===== src/rtl/mod_counter.sv =====
// rtl/mod_counter.sv - modulo-N up/down counter with wrap/saturate modes, range-checked load and event pulses
module mod_counter #(
    parameter int MOD   = 10,
    parameter int WIDTH = $clog2(MOD),
    parameter int INIT  = 0
) (
    input  logic             i_clk,
    input  logic             i_rst,
    input  logic             i_en,
    input  logic             i_up,
    input  logic             i_sat,
    input  logic             i_clr,
    input  logic             i_load,
    input  logic [WIDTH-1:0] i_load_val,
    input  logic [WIDTH-1:0] i_cmp,
    output logic [WIDTH-1:0] o_count,
    output logic             o_max_count,
    output logic             o_min_count,
    output logic             o_match,
    output logic             o_wrap,
    output logic             o_sat_hit,
    output logic             o_load_err
);

    // One extra bit so MOD itself is representable when MOD == 2**WIDTH.
    localparam logic [WIDTH:0]   L_MOD  = (WIDTH+1)'(MOD);
    localparam logic [WIDTH:0]   L_TOP  = (WIDTH+1)'(MOD - 1);
    localparam logic [WIDTH-1:0] L_INIT = WIDTH'(INIT);

    logic [WIDTH-1:0] r_count;
    logic             r_wrap;
    logic             r_sat_hit;
    logic             r_load_err;

    logic [WIDTH:0]   w_ext;
    logic [WIDTH:0]   w_inc;
    logic [WIDTH:0]   w_dec;
    logic [WIDTH-1:0] w_next;
    logic             w_wrap;
    logic             w_sat_hit;
    logic             w_load_err;

    assign w_ext = {1'b0, r_count};
    assign w_inc = w_ext + 1'b1;
    assign w_dec = w_ext - 1'b1;

    always_comb begin
        w_next     = r_count;
        w_wrap     = 1'b0;
        w_sat_hit  = 1'b0;
        w_load_err = 1'b0;
        if (i_clr) begin
            w_next = '0;
        end else if (i_load) begin
            if ({1'b0, i_load_val} < L_MOD) begin
                w_next = i_load_val;
            end else begin
                w_next     = L_TOP[WIDTH-1:0];
                w_load_err = 1'b1;
            end
        end else if (i_en) begin
            if (i_up) begin
                if (w_ext == L_TOP) begin
                    if (i_sat) begin
                        w_sat_hit = 1'b1;
                    end else begin
                        w_next = '0;
                        w_wrap = 1'b1;
                    end
                end else begin
                    w_next = w_inc[WIDTH-1:0];
                end
            end else begin
                if (w_ext == '0) begin
                    if (i_sat) begin
                        w_sat_hit = 1'b1;
                    end else begin
                        w_next = L_TOP[WIDTH-1:0];
                        w_wrap = 1'b1;
                    end
                end else begin
                    w_next = w_dec[WIDTH-1:0];
                end
            end
        end
    end

    always_ff @(posedge i_clk or posedge i_rst) begin
        if (i_rst) begin
            r_count    <= L_INIT;
            r_wrap     <= 1'b0;
            r_sat_hit  <= 1'b0;
            r_load_err <= 1'b0;
        end else begin
            r_count    <= w_next;
            r_wrap     <= w_wrap;
            r_sat_hit  <= w_sat_hit;
            r_load_err <= w_load_err;
        end
    end

    assign o_count     = r_count;
    assign o_max_count = (w_ext == L_TOP);
    assign o_min_count = (r_count == '0);
    assign o_match     = (r_count == i_cmp);
    assign o_wrap      = r_wrap;
    assign o_sat_hit   = r_sat_hit;
    assign o_load_err  = r_load_err;

endmodule


===== config.mk =====
export PLATFORM = sky130hd
export DESIGN_NAME = mod_counter
export DESIGN_NICKNAME = d
export VERILOG_FILES = /design/src/rtl/mod_counter.sv
export SDC_FILE = /design/constraint.sdc
export NUM_CORES = 1
export LEC_CHECK = 0
export BUFFER_PORTS_ARGS = -buffer_cell sky130_fd_sc_hd__buf_2
export CORE_MARGIN = 2
export CORE_UTILIZATION = 47
export DETAILED_ROUTE_END_ITERATION = 12
export PLACE_DENSITY = 0.88
export SLEW_MARGIN = 20
export SYNTH_ARGS = -nofsm -noshare
export SYNTH_HDL_FRONTEND = slang
export SYNTH_SLANG_ARGS = --single-unit

===== constraint.sdc =====
create_clock -name i_clk -period 2.68 [get_ports i_clk]
set_clock_uncertainty 0.1 [all_clocks]
set_input_delay 0.134 -clock i_clk [delete_from_list [all_inputs] [get_ports i_clk]]
set_output_delay 0.134 -clock i_clk [all_outputs]
set_load 0.005 [all_outputs]

=== Yosys cells after proc, flatten, opt, wreduce, memory -nomap -nowiden ===
Cells that the tools add are included.

* Register bits after elaboration: 7
* Input bits: 15
* Output and inout bits: 10

* Add/sub/neg operators: 2
* Magnitude comparators: 1
* Equal/unequal tests: 4
* Mux-type cells: 26
* Reduce and logical (&&, ||, !) cells: 4

{| class="wikitable"
|+ Operators by type and width
! operator !! number
|-
| 4-bit two-way mux || 9
|-
| 1-bit two-way mux || 17
|-
| 5-bit != test, second input constant || 2
|-
| 5-bit logical NOT || 1
|-
| 4-bit by 1-bit adder with 4-bit output, second input constant || 1
|-
| 4-bit == test || 1
|-
| 4-bit == test, second input constant || 1
|-
| 4-bit logical NOT || 1
|-
| 4-bit < comparator, second input constant || 1
|-
| 4-bit by 1-bit subtractor with 4-bit output, second input constant || 1
|-
| 3-bit AND reduction || 1
|-
| 3-bit nonzero test || 1
|}

=== Logic depth before layout (Yosys ltp) ===
* Depth in word-level cells: 6
* Mapped depth: 6
* Gate-level depth less buffers: 6

=== Worst setup path before layout ===
OpenSTA, ideal clock, no wires.

* Kind: register to register
* Start point: register r_count[0], in the netlist o_count[0]
* End point: register r_count[2], in the netlist o_count[2]
* Data arrival time: 1.768 ns
* Data required time: 2.455 ns
* Slack: 0.687 ns
* Stages on the path, launching flop included: 7
* Period minus slack after synthesis: 1.993 ns
* Cell sequence: dfrtp_1 inv_1 ha_1 nor4b_2 a31o_4 a31oi_4 mux2_4

* Longest elaborated chain between the ends: 6
* Elaborated cells between the ends (all ways): 13
* Classes of those cells: add/sub: 2; eq/ne: 3; mux: 6; reduce/logical: 2

{| class="wikitable"
|+ RTL lines
! element !! RTL line !! source
|-
| from (decl) || 30 || <nowiki>logic [WIDTH-1:0] r_count;</nowiki>
|-
| from (signal assigned) || 95 || <nowiki>r_count <= w_next;</nowiki>
|-
| 4-bit by 1-bit subtractor with 4-bit output, or another cell as far along || 45 || <nowiki>assign w_dec = w_ext - 1'b1;</nowiki>
|-
| 4-bit two-way mux, on equally long branches || 74, 63 ||
|-
| 4-bit two-way mux || 62 || <nowiki>if (i_up) begin</nowiki>
|-
| 4-bit two-way mux || 61 || <nowiki>end else if (i_en) begin</nowiki>
|-
| 4-bit two-way mux || 54 || <nowiki>end else if (i_load) begin</nowiki>
|-
| 4-bit two-way mux || 52 || <nowiki>if (i_clr) begin</nowiki>
|}

Parallel ways exist; a longest one is shown, timed or not. The select of a mux whose other input is x is not followed.
A chain may end at the register's enable or synchronous reset.

=== Final worst setup path ===
Same ends and word-level chain as after synthesis.

==> qor.yml <==
status: "completed"
fp.dieW_microns: 41.9
grt_pass1_vias: 587
fin_cells: 113
antenna_cells: 0
max-vdd-ir-drop_mv: 0.165
setup_viol: 0
core-area_sq_um: 1320
cts_buffers: 3
startpoint_type: "flop"
cts_max_level: 1
avgSynthCellArea_sq_um: 9.38
drc: 0
drt_pass1_iterations: 3
grt_first_pass_wirelength_mm: 2.48
synth_top_flop_cell: "dfrtp_1"
ys_ff_latch: 7
synth_cell_types: 39
leakagePower_nw: 0.423
rows: 13
crit_fanout: 10
path_clk_slew_ns: 0.06
dp_cells: 107
vias: 622
async_reset_ff_share_pct: 100
synth_nets: 90
antenna_found_initial: 0
critPathRequiredTime_ns: 2.73
critPathCaptureType: "flop"
max_cap_violations: 0
numClockSinks: 7
final_util_pct: 63.2
wire_per_inst_microns: 13.3
synthCells: 72
hpwlAfterDp_mm: 1.14
dieArea_sq_um: 1760
initial_core_util_pct: 51.3
period_needed_ns: 2.16
place_ws_ns: 0.544
hold_slack_ns: 0.0299
via_per_inst: 5.50
gr-total-overflow: 0
min_path_type: "in2reg"
ant_nets: 0
placed_cell_area_sq_um: 786
worst_slew_pin_slew_ns: 0.508
cts_resized: 0
clock_latency_ns: 0.26
layout_setup_ws_ns: 0.522
wl_mm: 1.50
netlist_area_sq_um: 676
synth_edf_count: 0
fp.dieH_microns: 41.9
cts_setup_buffers: 0
total_power_mw: 0.369
min_period_over_period_pct: 80.5
drt_iter0_drc: 6
path_class: "reg2reg"
finalHoldViolCount: 0
crit_arrival_ns: 2.20
slew_violations: 0
port_buffers: 24
ys_seq_area_share_pct: 25.9
gp_congestion: 0.915
rsz0062_at_grt: "no"
io_pins: 25
final.setup.tns_ns: 0
fmax_ghz: 0.463
power.density_nw_per_um2: 443
synth_largest_area_cell: "dfrtp_1"
grt_max_degree: 15
slew_headroom_pct: 66.1
drive_gt1_share_pct: 37.8
clock_path_buffers: 2
finish.instance_area_sq_um: 833
track_usage_pct: 19.1
cts_tree: "built"
root_buffer: "clkbuf_4"
yosys-top-cells-area: "dfrtp_1 (26%), ha_1 (5.6%), xor2_1 (5.2%)"
syn_to_final_growth_pct: 23.3
nets: 117
synth_warnings: 0
synth_top_area_share_pct: 25.9
==> registers in the layout, indices dropped and copies added, names as in the netlist <==
register and cells:
o_sat_hit 1, o_load_err 1, o_wrap 1, o_count 4
==> layer usage <==
| metal | vias up | global-route usage (%) | share of wire (%) |
|---|---|---|---|
| li1 | 314 | - | - |
| met1 | 292 | 19.7 | 42 |
| met2 | 11 | 34.4 | 53 |
| met3 | 5 | 2.61 | 2.7 |
| met4 | 0 | 14.2 | 2.5 |
| met5 | - | 0 | 0 |
==> layout make-up <==
type                    instances  area (sq um)
inverters                       7          26.3
clock inverters                 1          5.00
fillers                       115           484
repair buffers                 26           140
clock buffers                   3          22.5
well taps                      15          18.8
multi-input cells              54           445
flip-flops and latches          7           175
==> final timing paths <==
kind,endpoint,depth (start not counted),slack (ns),start
worst max-delay path,o_count[2],6,0.52,o_count[0]
worst min-delay path,o_load_err,2,0.03,i_clr
worst max register to register,o_count[2],6,0.52,o_count[0]
worst min register to register,o_count[1],2,0.65,o_count[1]
max in group asynchronous,o_count[2],3,2.05,i_rst
min in group asynchronous,o_load_err,3,0.23,i_rst
==> cells by family after synthesis <==
kind of cell             after synthesis  synth area share (%)
XOR/XNOR                               4                  5.18
AO/OA/AOI/OAI                         20                  25.2
adder cells (fa/ha/maj)                3                  5.56
flip-flops                             7                  25.9
AND/OR/NAND/NOR                       23                  23.3
buffers and inverters                 11                  8.15
multiplexers                           4                  6.67
==> critical path, cell delays in order (launching register included) <==
cell	delay (ns)
dfrtp_1	0.55
inv_1	0.13
ha_1	0.27
nor4b_2	0.18
a31o_4	0.24
a31oi_4	0.25
mux2_4	0.32
==> cells in the final DEF, fill, tap and decap left out, types with 2 or more instances in the layout <==
master / n
dfrtp_1: 7
nor4b_2: 2
xor2_1: 4
nand2b_1: 3
o21ai_0: 3
buf_2: 24
nor2_1: 5
dlygate4sd3_1: 2
nand2_1: 3
nor3_1: 2
mux2i_1: 3
ha_1: 3
clkbuf_4: 3
inv_1: 6
a21oi_1: 3
==> where the power goes <==
group / switching [mW] / internal (mW) / total [mW] / leakage, nW
Sequential: 0.0238 / 0.113 / 0.137 / 0.0929
Clock: 0.0449 / 0.0548 / 0.0998 / 0.0177
Combinational: 0.0637 / 0.0684 / 0.132 / 0.313
Total: 0.132 / 0.236 / 0.369 / 0.423
==> repair_timing <==
item	CTS	global route
setup endpoints to repair	0	0
hold buffers	2	0
endpoints found under the hold margin	8	0
==> cells in the mapped netlist, types with 2 or more instances <==
| cell type | n |
|---|---|
| a21oi_1 | 3 |
| buf_2 | 2 |
| dfrtp_1 | 7 |
| ha_1 | 3 |
| inv_1 | 6 |
| mux2i_1 | 3 |
| nand2_1 | 3 |
| nand2b_1 | 3 |
| nor2_1 | 5 |
| nor3_1 | 2 |
| nor4b_2 | 2 |
| o21ai_0 | 3 |
| xor2_1 | 4 |
(Power assumes the default switching activity.)
